==> src/rtl/mm_pkg.sv <==
// Shared definitions for mm_result_streamer.
//   state_t      : controller states
//   DEF_*        : default configuration (8x8 result of 8-bit elements, 1024-cycle timeout)
//   idx_width    : width of a counter/index covering n values, never less than 1 bit
//   elem_offset  : bit offset of flat element idx inside the packed result
package mm_pkg;

    typedef enum logic [1:0] {
        StIdle,
        StStart,
        StWait,
        StStream
    } state_t;

    localparam int unsigned DEF_DATA_WIDTH = 8;
    localparam int unsigned DEF_M          = 8;
    localparam int unsigned DEF_P          = 8;
    localparam int unsigned DEF_TIMEOUT    = 1024;

    function automatic int unsigned idx_width(input int unsigned n);
        return (n <= 1) ? 1 : $clog2(n);
    endfunction

    function automatic int unsigned elem_offset(input int unsigned idx, input int unsigned width);
        return idx * width;
    endfunction

endpackage

==> src/rtl/mm_wait_timer.sv <==
// Loadable up-counter used to bound the wait for mm_done.
//   clk, rst_n : clock, asynchronous active-low reset
//   clear      : load the counter with 0 (wins over en)
//   en         : count up by one this cycle
//   expired    : counter equals TIMEOUT-1; never asserts when TIMEOUT is 0
module mm_wait_timer
    import mm_pkg::*;
#(
    parameter int unsigned TIMEOUT = DEF_TIMEOUT,
    parameter int unsigned CNT_W   = idx_width(TIMEOUT)
) (
    input  logic clk,
    input  logic rst_n,
    input  logic clear,
    input  logic en,
    output logic expired
);

    logic [CNT_W-1:0] count_q, count_d;

    always_comb begin
        count_d = count_q;
        if (clear) begin
            count_d = '0;
        end else if (en) begin
            count_d = count_q + CNT_W'(1);
        end
    end

    always_ff @(posedge clk or negedge rst_n) begin
        if (!rst_n) begin
            count_q <= '0;
        end else begin
            count_q <= count_d;
        end
    end

    // TIMEOUT == 0 disables expiry; the counter may wrap harmlessly in that case.
    assign expired = (TIMEOUT != 0) && (count_q == CNT_W'(TIMEOUT - 1));

endmodule

==> src/rtl/mm_result_streamer.sv <==
// Host-side controller for a matrix multiplier's start/done/packed-result interface.
// A go pulse issues a one-cycle mm_start, waits (bounded) for mm_done, captures
// mm_result and streams the M*P elements row-major over valid/ready.
//   clk, rst_n       : clock, asynchronous active-low reset
//   go               : host request, only honoured when idle
//   busy             : job in progress
//   err              : one-cycle pulse when the wait for mm_done times out
//   mm_start         : one-cycle start pulse to the multiplier
//   mm_done          : multiplier done (pulse or level), only looked at while waiting
//   mm_result        : packed result, element (r,c) at [(r*P+c)*DATA_WIDTH +: DATA_WIDTH]
//   out_valid/ready  : output handshake
//   out_data         : element value
//   out_row, out_col : element coordinates
//   out_last_col     : beat is the last column of its row
//   out_last         : beat is the final element
module mm_result_streamer
    import mm_pkg::*;
#(
    parameter int unsigned DATA_WIDTH = DEF_DATA_WIDTH,
    parameter int unsigned M          = DEF_M,
    parameter int unsigned P          = DEF_P,
    parameter int unsigned TIMEOUT    = DEF_TIMEOUT
) (
    input  logic                         clk,
    input  logic                         rst_n,
    input  logic                         go,
    output logic                         busy,
    output logic                         err,
    output logic                         mm_start,
    input  logic                         mm_done,
    input  logic [M*P*DATA_WIDTH-1:0]    mm_result,
    output logic                         out_valid,
    input  logic                         out_ready,
    output logic [DATA_WIDTH-1:0]        out_data,
    output logic [idx_width(M)-1:0]      out_row,
    output logic [idx_width(P)-1:0]      out_col,
    output logic                         out_last_col,
    output logic                         out_last
);

    localparam int unsigned NUM   = M * P;
    localparam int unsigned IDX_W = idx_width(NUM);
    localparam int unsigned ROW_W = idx_width(M);
    localparam int unsigned COL_W = idx_width(P);
    localparam int unsigned CNT_W = idx_width(TIMEOUT);

    state_t state_q, state_d;

    logic [NUM*DATA_WIDTH-1:0] capture_q;
    logic [IDX_W-1:0]          index_q;
    logic [ROW_W-1:0]          row_q;
    logic [COL_W-1:0]          col_q;

    logic timer_clear, timer_en, timer_expired;
    logic capture_en;
    logic handshake, is_last_col, is_last;

    mm_wait_timer #(
        .TIMEOUT (TIMEOUT),
        .CNT_W   (CNT_W)
    ) u_wait_timer (
        .clk     (clk),
        .rst_n   (rst_n),
        .clear   (timer_clear),
        .en      (timer_en),
        .expired (timer_expired)
    );

    assign is_last_col = (col_q == COL_W'(P - 1));
    assign is_last     = is_last_col && (row_q == ROW_W'(M - 1));
    assign handshake   = out_valid && out_ready;

    // Outputs decode straight from the state register so an asynchronous reset
    // drops busy/mm_start/out_valid immediately.
    always_comb begin
        state_d     = state_q;
        timer_clear = 1'b0;
        timer_en    = 1'b0;
        capture_en  = 1'b0;
        busy        = (state_q != StIdle);
        mm_start    = 1'b0;
        err         = 1'b0;
        out_valid   = 1'b0;
        unique case (state_q)
            StIdle: begin
                if (go) begin
                    state_d = StStart;
                end
            end
            StStart: begin
                mm_start    = 1'b1;
                timer_clear = 1'b1;
                state_d     = StWait;
            end
            StWait: begin
                timer_en = 1'b1;
                // done beats a coincident timeout
                if (mm_done) begin
                    capture_en = 1'b1;
                    state_d    = StStream;
                end else if (timer_expired) begin
                    err     = 1'b1;
                    state_d = StIdle;
                end
            end
            StStream: begin
                out_valid = 1'b1;
                if (out_ready && is_last) begin
                    state_d = StIdle;
                end
            end
            default: state_d = StIdle;
        endcase
    end

    always_ff @(posedge clk or negedge rst_n) begin
        if (!rst_n) begin
            state_q <= StIdle;
        end else begin
            state_q <= state_d;
        end
    end

    always_ff @(posedge clk or negedge rst_n) begin
        if (!rst_n) begin
            capture_q <= '0;
            index_q   <= '0;
            row_q     <= '0;
            col_q     <= '0;
        end else if (capture_en) begin
            capture_q <= mm_result;
            index_q   <= '0;
            row_q     <= '0;
            col_q     <= '0;
        end else if (handshake) begin
            if (is_last) begin
                index_q <= '0;
                row_q   <= '0;
                col_q   <= '0;
            end else begin
                index_q <= index_q + IDX_W'(1);
                if (is_last_col) begin
                    col_q <= '0;
                    row_q <= row_q + ROW_W'(1);
                end else begin
                    col_q <= col_q + COL_W'(1);
                end
            end
        end
    end

    assign out_data     = capture_q[elem_offset(32'(index_q), DATA_WIDTH) +: DATA_WIDTH];
    assign out_row      = row_q;
    assign out_col      = col_q;
    assign out_last_col = out_valid && is_last_col;
    assign out_last     = out_valid && is_last;

endmodule

==> config.mk <==
export PLATFORM = sky130hd
export DESIGN_NAME = mm_result_streamer
export DESIGN_NICKNAME = d
export VERILOG_FILES = /design/src/rtl/mm_pkg.sv /design/src/rtl/mm_wait_timer.sv /design/src/rtl/mm_result_streamer.sv
export SDC_FILE = /design/constraint.sdc
export NUM_CORES = 1
export LEC_CHECK = 0
export CAP_MARGIN = 40
export CORE_ASPECT_RATIO = 0.8
export CORE_MARGIN = 3
export CORE_UTILIZATION = 40
export DETAILED_ROUTE_END_ITERATION = 16
export PLACE_DENSITY_LB_ADDON = 0.12
export SYNTH_ARGS = -nofsm -noshare
export SYNTH_HDL_FRONTEND = slang
export SYNTH_SLANG_ARGS = --single-unit
==> constraint.sdc <==
create_clock -name clk -period 2 [get_ports clk]
set_input_delay 0.2 -clock clk [delete_from_list [all_inputs] [get_ports clk]]
set_output_delay 0.2 -clock clk [all_outputs]
set_load 0.1 [all_outputs]
# Word level (Yosys, flattened, before mapping)
# Cells that the tools add are included.
# word_totals
reg_bits	536
input_bits	517
# classes
n_addsub	4
n_eq_ne	9
shifts	1
n_mux	26
n_reduce_logical	12
# ops
operator	count
variable part select 512 x 10 -> 8 bit	1
2-to-1 mux 3 bit	8
2-to-1 mux 10 bit	2
2-to-1 mux 6 bit	3
adder 10 x 1 -> 10 bit, second input constant	1
equality test 10 bit, second input constant	1
2-to-1 mux 1 bit	8
2-to-1 mux 2 bit	4
one-hot mux 2 bit (4 select lines)	1
adder 3 x 1 -> 3 bit, second input constant	2
adder 6 x 1 -> 6 bit, second input constant	1
equality test 3 bit, second input constant	2
nonzero test 2 bit	3
logical AND 1 bit	5
equality test 2 bit, second input constant	2
inequality test 2 bit, second input constant	2
inequality test 3 bit, second input constant	1
AND reduction 3 bit	1
nonzero test 3 bit	1
equality test 2 x 1 -> 1 bit, second input constant	1
zero test 2 bit	1
AND reduction 2 bit	1

# Longest topological paths before layout
# Gate-level depths: netlist (run 1).
# logic_depth
word_depth	5
depth_mapped	9
mapped_depth_nobuf	7

# Cells and area by module
# Synthesis (run 1) repeated with hierarchy kept, for this count alone.
# unflattened
hier_cells	2685
hier_area_um2	24694.9
# modules_own_cells
module	n_inst	cells_each	area_per_inst_um2	seq_area_each_um2
mm_result_streamer	1	2636	24200.7	13162.6
mm_wait_timer	1	49	494.2	250.2

# Worst setup path before layout (run 1)
# Ideal clock, no wire load.
# synth_timing
path_type	register to output
start	reg index_q[0]
end	out out_data[1]
arrival_ps	3113
path_slack_ps	-1313
stages_incl_launch_ff	9
path_buffers	5
cell_sequence	dfrtp_1 -> buf_6 -> buf_4 -> buf_4 -> buf_4 -> buf_2 -> and3_1 -> a211oi_1 -> o22ai_1
# synth_via
elab_chain_len	1
# synth_lines
item	line	source
start, declared	mm_result_streamer.sv:50	logic [IDX_W-1:0] index_q;
start signal, assigned	mm_result_streamer.sv:141	index_q <= index_q + IDX_W'(1);
variable part select 512 x 10 -> 8 bit	mm_result_streamer.sv:152	assign out_data = capture_q[elem_offset(32'(index_q), DATA_WIDTH) +: DATA_WIDTH];
end, declared	mm_result_streamer.sv:34	output logic [DATA_WIDTH-1:0] out_data,
# No other way between the ends.

# Worst setup path after layout (run 1)
# layout_timing
start	reg index_q[0]
end	out out_data[7]
# The elaborated chain is that of the path after synthesis.

==> results of run 1 <==
metal layers:
| layer | track usage | wire, µm |
|---|---|---|
| met1 | 0.352 | 35900 |
| met3 | 0.0632 | 5940 |
| met2 | 0.428 | 40500 |
| met5 | 0 | 0 |
| met4 | 0.0867 | 2640 |
sequential cells by signal (all words and copies together), names as in the netlist:
name and count:
index_q 6, out_row 3, capture_q 512, u_wait_timer.count_q 10
state_q 2, out_col 3
synthesized netlist by cell type (4+ instances only):
master and number:
a211o_1 4, a211oi_1 8, a21o_1 4, a21oi_1 31, a22oi_1 9, and2_1 5, and3_1 5, buf_1 10
buf_2 18, buf_4 9, clkbuf_1 128, dfrtp_1 536, ha_1 11, inv_1 9, mux2_2 6, mux2i_1 53
mux4_2 113, nand2_1 1555, nand2b_1 4, nand3_1 4, nand3b_1 4, nor2_1 26, nor2b_1 7, nor3_1 8
o21ai_0 10, o221ai_1 12, o22ai_1 28
critical path, cell delays in order (launching register included):
cell and delay, ns:
dfrtp_4 0.51, buf_12 0.16, buf_12 0.15, mux4_2 0.34, mux2i_1 0.08, mux2i_2 0.36, buf_4 0.19, nor2b_2 0.05
o22ai_4 0.26, buf_12 0.21
report_power, final:
group          total, mW  internal (mW)  switching (mW)  leakage [nW]
logic               22.0           10.5            11.5          9.11
clock network       10.6           6.28            4.33         0.909
registers           19.3           15.8            3.42          6.70
total               51.9           32.6            19.3          16.7
what timing repair did:
item / 4_1_cts / 5_1_grt
hold buffers: 1 / 0
gates cloned: 2 / 0
pin swaps: 10 / 11
buffers inserted: 19 / 9
hold endpoints to repair: 173 / 0
endpoints found under the setup margin: 11 / 13
gates resized for setup: 58 / 41
worst max path at each step:
stage                from           to  slack (ns)  cells after the start
2_1_floorplan  index_q[0]  out_data[1]       -0.26                      6
3_3_place_gp   index_q[0]  out_data[3]       -0.65                      8
3_5_place_dp   index_q[0]  out_data[7]       -0.64                      8
4_1_cts        index_q[0]  out_data[7]       -1.19                      7
5_1_grt        index_q[0]  out_data[7]       -1.18                      9
6_report       index_q[0]  out_data[7]       -1.11                      9
area by class of cell:
| type | instances | share of cell area |
|---|---|---|
| flip-flops and latches | 536 | 0.386 |
| multi-input cells | 1929 | 0.313 |
| repair buffers | 726 | 0.219 |
| clock buffers | 79 | 0.0458 |
| well taps | 779 | 0.0280 |
| clock inverters | 18 | 0.00726 |
| inverters | 9 | 0.000970 |
| diodes | 4 | 0.000287 |
per-stage QoR:
step / cell area [µm²] / instances
floorplan: 24700 / 2641
global placement: 32200 / 3949
detailed placement: 32200 / 3949
CTS: 34600 / 4068
global route: 34800 / 4080
finish: 34800 / 4080
cells by family (layout without fill, tap and decap cells):
| family | count (synthesis) | after routing |
|---|---|---|
| AND/OR/NAND/NOR | 1628 | 1628 |
| flip-flops | 536 | 536 |
| buffers and inverters | 176 | 832 |
| multiplexers | 175 | 175 |
| AO/OA/AOI/OAI | 111 | 111 |
| adder cells (fa/ha/maj) | 11 | 11 |
| XOR/XNOR | 4 | 4 |
| other | 0 | 4 |
==> results.md, run 1 <==
* Combinational family with the most area after synthesis: simple AND/OR/NAND/NOR gates
* Reg2reg setup slack at about 0.19 ns
* Setup crit start kind: flip-flop
* Fillers at 5148
* VDD IR-drop max at 0.773 mV
* CTS Buf Count at 53
* Hold worst-path end: capture_q[284]
* Slew @ Worst Pin at 0.577 ns
* Clock transition at path regs at 0.07 ns
* Max clock buf depth at 3
* GPL Wtd Cong at 0.921
* Crit path arrival time at 2.91 ns
* Vias in the first global route at 21800
* Rows at 80
* Synthesis Warnings at 0
* Share of layout cells above drive strength 1 at 0.155
* IO Pins at between 500 and 600
* Synth Register Bits at 536
* Clk_lat worst skew at 0.60 ns
* Post-Synth Adder-Cell Area at 0.00562
* Tot GR Track Use at 0.264
* Mux contribution to synthesized area at 0.132
* Most frequent cells in the layout: nand2_1, dfrtp_1, clkdlybuf4s50_1
* Hold depth at 3
* First-pass GRT wire length at about 130000 µm
* Min Clock Period, post-route at 3.11 ns
* WL per Instance at 20.8 µm
* Via-to-Cell Ratio at 5.08
* Status: finished with violations
* HP Class: primary input to flip-flop
* Yosys top cell area share at 0.548
* Post-DP HPWL at about 66000 µm
* Setup WS pre-CTS at -0.644 ns
* Max Clock Skew at 0.0135 ns
* Main area contributors after synthesis: dfrtp_1, nand2_1, mux4_2, mux2i_1, clkbuf_1
* Final hold violation count at 0
* Setup ws final at -1.11 ns
* Final setup viols at 8
* MaxCap Viol Count at 0
* Syn nets at 3169
* CTS tree: done
* Die area at 64200 µm²
* Final core occ at 0.580
* Mapped Cells at 2641
* Number of enable flip-flop cells after synthesis at 0
* Layout area overhead at 42.2%
* Cell Area, Synth at about 24000 µm²
* Setup CP Type: flip-flop to output port
* Max Fanout on Critical Path at 10
* Total wire length at 85000 µm
* Tot Pwr at 51.9 mW
* Worst r2r dst: index_q[3]
* Dominant register cell in the synthesized netlist: dfrtp_1
* Slew headroom at 0.615
* Overflow left after global routing at 0
* DIE WIDTH at 283 µm
* Commonest non-fill, non-tap cell in the layout: nand2_1
* Power Density at roughly 1500 nW/µm²
* Vias at 20700
* Share of the yosys chip area belonging to registers at 0.548
* Count of final max-slew check failures at 0
* Yosys top cell by area: dfrtp_1
* Die Y at between 200 and 250 µm
* Drt drc at 0
* Drt pass-1 iters at 6
* Failing checks: setup timing
* Hold Startpoint: mm_result[284]
* Initial core utilization at 0.408
* Post-synthesis compound-gate area fraction at 0.0291
* Clock sinks at between 500 and 600
* Drt initial violations at about 1600
* H-tree depth at 2
* Simple-gate share of the synthesized area at 0.254
* Unique masters post-synth at 41
* Tcrit/Tclk final at 1.56
* Root Driver: clkbuf_16
* FF/Latch Area at 13400 µm²
* Worst r2r path cells at 7
* Fmax at 321 MHz
* Critical Path End Type: output port
* Antenna violations before repair at 4
* Footprint of the multi-input gates at roughly 11000 µm²
* Core area at 60100 µm²
* XOR/XNOR Fraction of Synth Area at 0.00143
* Pin count of the biggest net entering global routing at 75
* Asr flop ratio synth at 1.00
* LEAKAGE at 16.7 nW
* Synth Area per Inst at 9.27 µm²
* Hold_ws at 0.124 ns
* RSZ-0062 raised after global routing: yes
* Post-DRT Antenna Nets at 0
* Final nets at between 3000 and 4000
* Worst EP required at 1.80 ns
* Worst r2r src: out_col[0]
* # port buffers at ~540
* Post-Route Setup TNS at -8.61 ns
Note: power is estimated with default switching activity, not from simulation.
==> run 2: changes to the inputs <==
--- a/config.mk
+++ b/config.mk
@@ -14,3 +14,4 @@
 export SYNTH_ARGS = -nofsm -noshare
 export SYNTH_HDL_FRONTEND = slang
 export SYNTH_SLANG_ARGS = --single-unit
+export TNS_END_PERCENT = 100
==> results of run 2 <==
Final layout, timing and power as in run 1 (identical DEF).
==> run 3: changes to the inputs <==
--- a/config.mk
+++ b/config.mk
@@ -11,6 +11,7 @@
 export CORE_UTILIZATION = 40
 export DETAILED_ROUTE_END_ITERATION = 16
 export PLACE_DENSITY_LB_ADDON = 0.12
+export REMOVE_ABC_BUFFERS = 1
 export SYNTH_ARGS = -nofsm -noshare
 export SYNTH_HDL_FRONTEND = slang
 export SYNTH_SLANG_ARGS = --single-unit
==> results.md, run 3 (synthesis results as in run 1) <==
* Status: finished with violations
* Failing checks: setup timing
* MaxCap Viol Count at 0 (unchanged)
* Worst r2r src: index_q[2]
* H-tree depth at 2 (unchanged)
* Highest-delay cell along the critical path: dfrtp_4
* Power Density at 1470 nW/µm² (-1.5%)
* CTS tree: done
* Post-DP HPWL at 60600 µm (-8.2%)
* Setup ws final at -1.12 ns (-0.0128 ns)
* LEAKAGE at 16.7 nW (-0.36%)
* Crit path to: out_data[5]
* Total wire length at 80200 µm (-5.7%)
* Top Registers: capture_q x512, u_wait_timer.count_q x10, index_q x6
* Count of final max-slew check failures at 0 (unchanged)
* GPL Wtd Cong at 0.866 (-5.9%)
* Clock transition at path regs at 0.06 ns (about the same)
* Setup WS pre-CTS at -0.684 ns (-0.0404 ns)
* Most frequent cells in the layout: nand2_1, dfrtp_1, clkdlybuf4s50_1
* Tot GR Track Use at 0.249 (-0.0150)
* Final core occ at 0.577 (-0.00275)
* WL per Instance at 19.7 µm (-5.5%)
* Worst EP required at 1.80 ns (about the same)
* Crit path top cell by count: buf_12
* Final nets at 3776 (-0.19%)
* Max reg flops at 512 (unchanged)
* HP Class: primary input to flip-flop
* Die area at 64200 µm² (unchanged)
* Commonest non-fill, non-tap cell in the layout: nand2_1
* Max clock buf depth at 3 (unchanged)
* Die Y at 227 µm (unchanged)
* Setup crit start kind: flip-flop
* Post-DRT Antenna Nets at 0 (unchanged)
* Max Clock Skew at 0.0141 ns (+0.000683 ns)
* Critical Path End Type: output port
* # port buffers at 536 (unchanged)
* Antenna violations before repair at 3 (-1)
* Setup CP Type: flip-flop to output port
* First-pass GRT wire length at 123000 µm (-3.7%)
* Initial core utilization at 0.408 (unchanged)
* Crit path largest cell delay at 0.53 ns (+0.02 ns)
* Drt initial violations at 1351 (-17%)
* Worst r2r dst: index_q[5]
* CTS Buf Count at 54 (+1.9%)
* Vias in the first global route at 21600 (-1.0%)
* IO Pins at 537 (unchanged)
* Root Driver: clkbuf_16
* Fmax at 320 MHz (-0.41%)
* Drt pass-1 iters at 5 (-1)
* Slew @ Worst Pin at 0.634 ns (+0.0568 ns)
* Final setup viols at 8 (unchanged)
* Layout area overhead at 41.6%
* Share of layout cells above drive strength 1 at 0.149 (-0.00623)
* Drt drc at 0 (unchanged)
* RSZ-0062 raised after global routing: yes
* Reg2reg setup slack at 0.11 ns (-0.08 ns)
* Max Fanout on Critical Path at 11 (+1)
* Final non-filler cell total at 4074 (-0.15%)
* Slew headroom at 0.578 (-0.0378)
* Via-to-Cell Ratio at 5.04 (-0.75%)
* Setup crit start: index_q[0]
* Overflow left after global routing at 0 (unchanged)
* Crit path arrival time at 2.92 ns (about the same)
* VDD IR-drop max at 0.710 mV (-8.2%)
* Rows at 80 (unchanged)
* Clk_lat worst skew at 0.60 ns (about the same)
* Final hold violation count at 0 (unchanged)
* Design area at 34700 µm² (-0.47%)
* Largest reg by FF count: capture_q
* Tot Pwr at 50.9 mW (-2.0%)
* Placement Cell Area at 31900 µm² (-0.93%)
* Pin count of the biggest net entering global routing at 69 (-8.0%)
* Placed insts at 3938 (-0.28%)
* Vias at 20500 (-0.89%)
* Core area at 60100 µm² (unchanged)
* Tcrit/Tclk final at 1.56 (+0.00640)
* Cells along the critical path: buf_12 > buf_16 > buf_12 > mux4_2 > o22ai_1 > nor3_1 > a211o_1 > buf_12
* DIE WIDTH at 283 µm (unchanged)
* Worst r2r path cells at 6 (-1)
* Min Clock Period, post-route at 3.12 ns (+0.0128 ns)
* Clock sinks at 536 (unchanged)
==> run 3: area by class of cell <==
class	instances	area, µm²
Antenna cell	1	2.50
Clock buffer	80	1650
Clock inverter	22	208
Fill cell	5180	25400
Inverter	9	33.8
Multi-Input combinational cell	1929	10900
Sequential cell	536	13400
Tap cell	779	975
Timing Repair Buffer	718	7520
==> run 3: per-layer routing <==
metal  wire length [µm]  vias up  global-route usage
met1              34900    10100               0.349
li1                   -     9715                   -
met2              39100      605               0.413
met4               1900        2              0.0700
met5                  8        -                   0
met3               4240       98              0.0300
==> run 3: worst min path at each step <==
| stage | start | to | slack [ns] | depth (start not counted) |
|---|---|---|---|---|
| 2_1_floorplan | rst_n | capture_q[0] | -0.1 | 0 |
| 3_3_place_gp | rst_n | capture_q[150] | 0.23 | 1 |
| 3_5_place_dp | rst_n | capture_q[253] | 0.24 | 1 |
| 4_1_cts | mm_result[440] | capture_q[440] | 0.09 | 3 |
| 5_1_grt | mm_result[420] | capture_q[420] | 0.12 | 3 |
| 6_report | mm_result[501] | capture_q[501] | 0.13 | 3 |
==> run 3: worst max-delay path: cells and delay by family (launching register included) <==
kind,cells,cell delay [ns]
buf+inv,4,0.68
flops,1,0.53
compound gates,2,0.53
mux,1,0.49
simple gates,1,0.08
==> run 3: where the power goes <==
group	internal, mW	switching (mW)
Sequential	15.8	2.88
Combinational	10.3	11.3
Clock	6.12	4.41
Total	32.3	18.6
==> run 3: stage by stage <==
stage | setup TNS [ns] | hold slack [ns]
3_3_place_gp | -4.91 | 0.225
5_1_grt | -9.39 | 0.117
2_1_floorplan | -4025.30 | -0.0956
3_5_place_dp | -4.93 | 0.235
6_report | -8.57 | 0.130
4_1_cts | -9.19 | 0.0869
==> run 3: timing repair <==
action	in CTS	in global routing
pin swaps	28	19
hold endpoints to repair	39	0
gates cloned	3	0
gates resized for setup	84	29
hold buffers	1	0
setup buffers	28	10
setup endpoints to repair	12	15
